--- config.mk ---
export PLATFORM = sky130hd
export DESIGN_NAME = logic_gate_unit
export DESIGN_NICKNAME = d
export VERILOG_FILES = /design/src/rtl/logic_gate_unit.sv
export SDC_FILE = /design/constraint.sdc
export NUM_CORES = 1
export LEC_CHECK = 0
export CAP_MARGIN = 5
export CORE_AREA = 2 2 68 119
export CTS_CLUSTER_DIAMETER = 150
export DETAILED_ROUTE_END_ITERATION = 16
export DIE_AREA = 0 0 70 121
export GPL_TIMING_DRIVEN = 0
export PLACE_DENSITY = 0.76
export SLEW_MARGIN = 40
export SYNTH_ARGS = -nofsm -noshare
export SYNTH_HDL_FRONTEND = slang
export SYNTH_SLANG_ARGS = --single-unit
--- constraint.sdc ---
create_clock -name clk -period 2.8 [get_ports clk]
set_input_delay 0.56 -clock clk [delete_from_list [all_inputs] [get_ports clk]]
set_output_delay 0.56 -clock clk [all_outputs]
set_load 0.005 [all_outputs]
--- src/rtl/logic_gate_unit.sv ---
// Registered WIDTH-bit logic unit with a valid/ready handshake.
// Pair mode gives one result per beat; accumulate mode folds a burst of beats into one result.
module logic_gate_unit #(
    parameter  int WIDTH     = 8,
    parameter  int MAX_BEATS = 16,
    localparam int CW        = $clog2(MAX_BEATS + 1)
) (
    input  logic             clk,
    input  logic             rst_n,
    input  logic             in_valid,
    output logic             in_ready,
    input  logic [WIDTH-1:0] a,
    input  logic [WIDTH-1:0] b,
    input  logic [2:0]       op,
    input  logic             mode,
    input  logic             in_last,
    output logic             out_valid,
    input  logic             out_ready,
    output logic [WIDTH-1:0] y,
    output logic             y_any,
    output logic             y_all,
    output logic [CW-1:0]    beat_count,
    output logic             overflow
);

    typedef enum logic [1:0] {S_IDLE, S_ACCUM, S_OUT} state_t;

    state_t           r_state;
    logic [2:0]       r_op;
    logic [WIDTH-1:0] r_acc;
    logic [CW-1:0]    r_count;
    logic [WIDTH-1:0] r_y;
    logic [CW-1:0]    r_beat_count;
    logic             r_overflow;
    logic             r_out_valid;

    logic             w_in_ready;
    logic             w_accept;
    logic             w_fire;
    logic [WIDTH-1:0] w_first;
    logic [WIDTH-1:0] w_fold;
    logic [CW-1:0]    w_count_next;

    // x is always the incoming beat, so PASS_A/NOT_A follow the latest beat when folding
    function automatic logic [WIDTH-1:0] f_apply(input logic [2:0] sel,
                                                 input logic [WIDTH-1:0] x,
                                                 input logic [WIDTH-1:0] z);
        logic [WIDTH-1:0] res;
        res = '0;
        case (sel)
            3'b000:  res = x & z;
            3'b001:  res = x | z;
            3'b010:  res = x ^ z;
            3'b011:  res = ~(x & z);
            3'b100:  res = ~(x | z);
            3'b101:  res = ~(x ^ z);
            3'b110:  res = x;
            default: res = ~x;
        endcase
        return res;
    endfunction

    always_comb begin
        w_in_ready = 1'b0;
        case (r_state)
            S_IDLE:  w_in_ready = !r_out_valid || out_ready;
            S_ACCUM: w_in_ready = 1'b1;
            default: w_in_ready = 1'b0;
        endcase
    end

    assign w_accept     = in_valid && w_in_ready;
    assign w_fire       = r_out_valid && out_ready;
    assign w_first      = f_apply(op, a, b);
    assign w_fold       = f_apply(r_op, a, r_acc);
    assign w_count_next = r_count + CW'(1);

    always_ff @(posedge clk or negedge rst_n) begin
        if (!rst_n) begin
            r_state      <= S_IDLE;
            r_op         <= '0;
            r_acc        <= '0;
            r_count      <= '0;
            r_y          <= '0;
            r_beat_count <= '0;
            r_overflow   <= 1'b0;
            r_out_valid  <= 1'b0;
        end else begin
            case (r_state)
                S_IDLE: begin
                    if (w_accept && !mode) begin
                        r_y          <= w_first;
                        r_beat_count <= CW'(1);
                        r_overflow   <= 1'b0;
                        r_out_valid  <= 1'b1;
                    end else if (w_accept) begin
                        r_op    <= op;
                        r_acc   <= w_first;
                        r_count <= CW'(1);
                        if (in_last) begin
                            r_y          <= w_first;
                            r_beat_count <= CW'(1);
                            r_overflow   <= 1'b0;
                            r_out_valid  <= 1'b1;
                            r_state      <= S_OUT;
                        end else begin
                            r_out_valid <= 1'b0;
                            r_state     <= S_ACCUM;
                        end
                    end else if (w_fire) begin
                        r_out_valid <= 1'b0;
                    end
                end
                // A burst that reaches MAX_BEATS without in_last is cut short and flagged
                S_ACCUM: begin
                    if (w_accept) begin
                        r_acc   <= w_fold;
                        r_count <= w_count_next;
                        if (in_last || (w_count_next == CW'(MAX_BEATS))) begin
                            r_y          <= w_fold;
                            r_beat_count <= w_count_next;
                            r_overflow   <= !in_last;
                            r_out_valid  <= 1'b1;
                            r_state      <= S_OUT;
                        end
                    end
                end
                S_OUT: begin
                    if (w_fire) begin
                        r_out_valid <= 1'b0;
                        r_op        <= '0;
                        r_acc       <= '0;
                        r_count     <= '0;
                        r_state     <= S_IDLE;
                    end
                end
                default: r_state <= S_IDLE;
            endcase
        end
    end

    assign in_ready   = w_in_ready;
    assign out_valid  = r_out_valid;
    assign y          = r_y;
    assign y_any      = |r_y;
    assign y_all      = &r_y;
    assign beat_count = r_beat_count;
    assign overflow   = r_overflow;

endmodule

==> results of run 1 <==
==> report_power, final <==
part           internal [mW]  leakage (nW)  switching, mW
combinational           1.08          1.39           1.24
sequential             0.673         0.412          0.161
clock                  0.325        0.0696          0.208
==> stage by stage <==
stage / cell area [um^2] / total power [mW] / std cells / TNS (ns)
6_report: 4250 / 3.68 / 545 / 0
3_3_place_gp: 4090 / 3.05 / 536 / -0.283
3_5_place_dp: 4110 / 3.12 / 537 / -0.419
5_1_grt: 4250 / 3.94 / 545 / 0
2_1_floorplan: 3580 / 2.40 / 408 / 0
4_1_cts: 4250 / 3.68 / 545 / 0
==> worst max path at each step <==
stage / to / from / cells past startpoint
5_1_grt: y[2] / a[2] / 8
3_5_place_dp: y[2] / a[2] / 8
4_1_cts: y[2] / a[2] / 8
3_3_place_gp: y[2] / a[2] / 8
6_report: y[5] / a[5] / 8
2_1_floorplan: r_acc[1] / a[1] / 7
==> cell families after synthesis <==
family,synth area share
AO/OA/AOI/OAI,0.213
XOR/XNOR,0.00733
adder cells (fa/ha/maj),0.133
buffers and inverters,0.0852
flip-flops,0.230
multiplexers,0.179
AND/OR/NAND/NOR,0.152
==> routing by layer <==
layer  routed length, um  up-vias
met4                 333        0
met3                 356       20
met1                3500     1586
met5                   0        -
li1                    -     1581
met2                5530      100
==> Yosys cell counts, types with 8 or more instances <==
cell	number
ha_1	38
inv_1	34
dfrtp_1	33
nand2_1	29
mux2_2	26
o21ai_0	25
mux2i_1	21
nor2_1	17
buf_2	15
nor2b_1	15
a21oi_1	14
o31ai_1	11
nand3_1	10
nor3_1	8
==> area by class of cell <==
class                   instances  area [um^2]  area share
clock buffers                   5          125      0.0294
multi-input cells             311         2450       0.577
clock inverters                 3         17.5     0.00412
well taps                      88          110      0.0259
flip-flops and latches         33          826       0.194
plain buffers                  28          170      0.0400
repair buffers                 41          415      0.0977
inverters                      36          135      0.0318
==> registers in the layout (all words and copies together) (netlist names) <==
signal and count:
r_acc 8, y 8, beat_count 5, r_count 5, r_op 3, r_state 2
out_valid 1, overflow 1
==> results.toml, run 1 <==
[route]
drt-initial-drc-count = 200
drt.antenna.violating_nets = 0
vias = 3287
drt-total-wl_um = 9720
first_pass_iters = 5
drc = 0
via_per_inst = 6.03
routedWlPerCell_um = 17.8

[timing]
hold_ws_ns = 0.144
skew_ns = 0.00881
post-route-period-util = 0.947
worst_pin_slew_ns = 0.558
setup_viol = 0
drv_slew = 0
setup_slack_ns = 0.149
max_slew_margin = 0.628
rsz0062_at_grt = "no"
hold_violations = 0
fin_crit_ns = 2.65
fmax_ghz = 0.377

[clock_tree]
clkTransAtPathRegs_ns = 0.05
root_buffer = "clkbuf_16"
tritoncts = "built"
h-tree-depth = 2
cts_max_path_buffers = 2
post_cts_resized = 0
ctsHoldBuffers = 0
clock_sinks = 33
cts_buffers = 5
postCtsSetupBuffers = 0
clock_latency_ns = 0.29

[final_layout]
fin_util = 0.570
layout_commonest_cell = "clkdlybuf4s50_1"
n_fill_cell = 696
nets = 519
final_layout_size_suffix_gt1_frac = 0.147
final_cell_mix = "39 x clkdlybuf4s50_1, 38 x ha_1, 34 x inv_1, 33 x dfrtp_1, 29 x nand2_1"
num_antenna_cells = 0
area_growth_syn_to_layout_pct = 18.6

[grt]
use_met1 = 0.229
overflow = 0
grt_pass1_wl_um = 16000
track_usage = 0.237
antenna_found_initial = 0
grt_max_degree = 25
first_global_vias = 3348
use_met3 = 0.0316
grtUsageMet2 = 0.467
grt.busiest_layer = "met2"

[worst_setup_path]
worstPathMaxFanout = 7
critical-path-max-stage-delay_ns = 0.60
crit_chain = "clkdlybuf4s50_1 > inv_1 > ha_1 > nor3b_1 > o21a_1 > o31a_1 > mux2_2 > mux2_2"
cp-end-kind = "flip-flop"
required_ns = 2.97
rr_worst_depth = 7
start_kind = "input pin"
crit_top_cell = "mux2_2"
rrSetupSlack_ns = 0.33
criticalPathCategory = "in -> reg"
rr_endpoint = "r_count[1]"
r2r-start = "r_state[0]"
path_buf_inv = 2
crit_arrival_ns = 2.82
cpMaxStageDelayCell = "clkdlybuf4s50_1"
crit_family = "buffers and inverters"

[placement]
routabilityCongestion = 0.911
io_buffers = 40
place_ws_ns = -0.133
hpwl_um = 7730

[yosys]
syn_area_um2 = 3580
synth.avg_cell_area_um2 = 8.78
synth_ff_type = "dfrtp_1"
synth_top_area_frac = 0.230
syn_nets = 471
synth_area_leader_cell = "dfrtp_1"
yosysSeqAreaShare = 0.230
async_flop_share = 1.00
ys_types = 63
synth.area.top_cells = "dfrtp_1 23%, ha_1 13%, mux2_2 8.2%, mux2i_1 5.9%, inv_1 3.6%"
ys_seq_elements = 33
yosys_warnings = 0
synth_edf_count = 0
netlist_instances = 408

[floorplan]
num_rows = 42
fp.dieH_um = 121
fp.dieW_um = 70
die-area_um2 = 8470
core_um2 = 7460
initial_core_util = 0.480
io_pins = 43

[pwr]
ir_drop_mv = 0.593
leakagePower_nw = 1.87
power_density_nw_per_um2 = 866

[job]
drv_cap = 0

[hold_path]
hp-class = "in -> async"

[run_status]
status = "completed"
(Power assumes the default switching activity.)
==> run 2, diff against run 1 <==
--- a/config.mk
+++ b/config.mk
@@ -8,6 +8,7 @@
 export CAP_MARGIN = 5
 export CORE_AREA = 2 2 68 119
 export CTS_CLUSTER_DIAMETER = 150
+export CTS_CLUSTER_SIZE = 30
 export DETAILED_ROUTE_END_ITERATION = 16
 export DIE_AREA = 0 0 70 121
 export GPL_TIMING_DRIVEN = 0
==> results of run 2 <==
Same layout as run 1: the final DEF is identical, and so are final timing and power.
==> run 3, diff against run 2 <==
--- a/config.mk
+++ b/config.mk
@@ -6,13 +6,15 @@
 export NUM_CORES = 1
 export LEC_CHECK = 0
 export CAP_MARGIN = 5
-export CORE_AREA = 2 2 68 119
+export CELL_PAD_IN_SITES_DETAIL_PLACEMENT = 0
+export CELL_PAD_IN_SITES_GLOBAL_PLACEMENT = 1
+export CORE_AREA = 2 2 72 125
 export CTS_CLUSTER_DIAMETER = 150
 export CTS_CLUSTER_SIZE = 30
 export DETAILED_ROUTE_END_ITERATION = 16
-export DIE_AREA = 0 0 70 121
+export DIE_AREA = 0 0 74 127
 export GPL_TIMING_DRIVEN = 0
-export PLACE_DENSITY = 0.76
+export PLACE_DENSITY = 0.86
 export SLEW_MARGIN = 40
 export SYNTH_ARGS = -nofsm -noshare
 export SYNTH_HDL_FRONTEND = slang
==> run 3 against run 2 <==
Against the previous run: via count hardly changed; sequential share of layout area is 0.23 points lower; clock power is 9.0% higher; die area is 11% higher; global-route usage is 1.5 points lower; non-clock buffer count stayed put; largest cell class unchanged; first-iteration DRC count is 18% lower; core utilization is 5.2 points lower; combinational power hardly changed; worst setup slack worse by 0.017 ns.
==> results.toml, run 3 (synthesis results as in run 1) <==
[grt]
grt_pass1_wl_um = 16300
track_usage = 0.223
overflow = 0
antenna_found_initial = 0
grt_max_degree = 25
first_global_vias = 3289

[placement]
routabilityCongestion = 0.869
postPlaceCellArea_um2 = 4140
place_ws_ns = -0.137
io_buffers = 40
hpwl_um = 7880

[floorplan]
core_um2 = 8310
initial_core_util = 0.431
die-area_um2 = 9400
num_rows = 44
fp.dieW_um = 74
fp.dieH_um = 127
io_pins = 43

[final_layout]
final_layout_size_suffix_gt1_frac = 0.147
nets = 519
area_growth_syn_to_layout_pct = 20.1
num_antenna_cells = 0
final_area_um2 = 4300
fin_util = 0.518
final_cell_mix = "38 x ha_1, 38 x clkdlybuf4s50_1, 34 x inv_1, 33 x dfrtp_1, 29 x nand2_1"
n_fill_cell = 763

[worst_setup_path]
rr_worst_depth = 7
required_ns = 2.98
criticalPathCategory = "in -> reg"
start_kind = "input pin"
cp-end-kind = "flip-flop"
crit_arrival_ns = 2.84
worstPathMaxFanout = 7

[clock_tree]
h-tree-depth = 2
ctsHoldBuffers = 0
post_cts_resized = 0
postCtsSetupBuffers = 0
root_buffer = "clkbuf_16"
cts_buffers = 5
clkTransAtPathRegs_ns = 0.06
cts_max_path_buffers = 2
clock_latency_ns = 0.29
clock_sinks = 33
tritoncts = "built"

[pwr]
power_frac_clock = 0.156
ir_drop_mv = 0.673
power_density_nw_per_um2 = 867
sw_frac_of_total = 0.430
p_int_mw = 2.13
pwr-share-seq = 0.222
p_comb_frac = 0.622
p_sw_mw = 1.61
leakagePower_nw = 1.89

[timing]
worst_pin_slew_ns = 0.579
hold_violations = 0
post-route-period-util = 0.953
setup_viol = 0
max_slew_margin = 0.614
drv_slew = 0
setup_slack_ns = 0.131
fmax_ghz = 0.375
fin_crit_ns = 2.67
hold_ws_ns = 0.144
skew_ns = 0.00850
rsz0062_at_grt = "no"

[route]
drt-initial-drc-count = 164
drc = 0
drt.antenna.violating_nets = 0
first_pass_iters = 5
via_per_inst = 5.75
vias = 3289
drt-total-wl_um = 9950
routedWlPerCell_um = 17.4

[job]
drv_cap = 0

[hold_path]
hp-class = "in -> async"

[run_status]
status = "completed"
[run 3: cell count changes in the layout (fill, tap and decap cells not counted), sizes merged]
cell,previous run,this run
clkbuf,11,13
clkdlybuf4s50,39,38
clkinv,4,3
clkinvlp,1,0
dlymetal6s2s,0,1
[run 3: cell type report]
type                            count  area [um^2]  area share
Buffer                             28          170      0.0395
Clock buffer                        7          153      0.0355
Clock inverter                      1         5.00     0.00116
Inverter                           36          135      0.0314
Multi-Input combinational cell    311         2450       0.570
Sequential cell                    33          826       0.192
Tap cell                          115          144      0.0334
Timing Repair Buffer               41          418      0.0971
[run 3: power groups by stage]
| stage | combinational [mW] | clock (mW) | sequential [mW] |
|---|---|---|---|
| 6_report | 2.32 | 0.582 | 0.829 |
| 5_1_grt | 2.54 | 0.613 | 0.861 |
| 4_1_cts | 2.31 | 0.594 | 0.831 |
| 3_5_place_dp | 2.29 | 0 | 0.835 |
| 3_3_place_gp | 2.24 | 0 | 0.829 |
| 2_1_floorplan | 1.59 | 0 | 0.808 |
[run 3: metrics by stage]
step / instances / setup TNS, ns / power [mW]
floorplan: 408 / 0 / 2.40
global placement: 563 / -0.334 / 3.07
detailed placement: 564 / -0.491 / 3.13
CTS: 572 / 0 / 3.74
global route: 572 / 0 / 4.02
finish: 572 / 0 / 3.73
[run 3: final timing paths]
kind	startpoint	slack, ns	endpoint
setup / recovery	a[2]	0.13	y[2]
hold / removal	rst_n	0.14	out_valid
setup reg to reg	r_state[0]	0.36	r_acc[5]
hold reg to reg	beat_count[4]	0.49	beat_count[4]
max in group asynchronous	rst_n	2.24	beat_count[4]
min in group clk	beat_count[4]	0.49	beat_count[4]
[run 3: routing by layer]
metal,up-vias,GRT usage,part of all wire
met3,23,0.0237,0.039
li1,1591,-,-
met1,1567,0.243,0.38
met5,-,0,0
met4,0,0.0973,0.034
met2,108,0.415,0.55
[run 3: critical path, cell delays in order]
cell and delay [ns]:
clkdlybuf4s50_1 0.60, inv_1 0.10, ha_1 0.31, mux2_2 0.27
mux4_2 0.49, nand2_1 0.08, o21ai_1 0.13, mux2_2 0.30
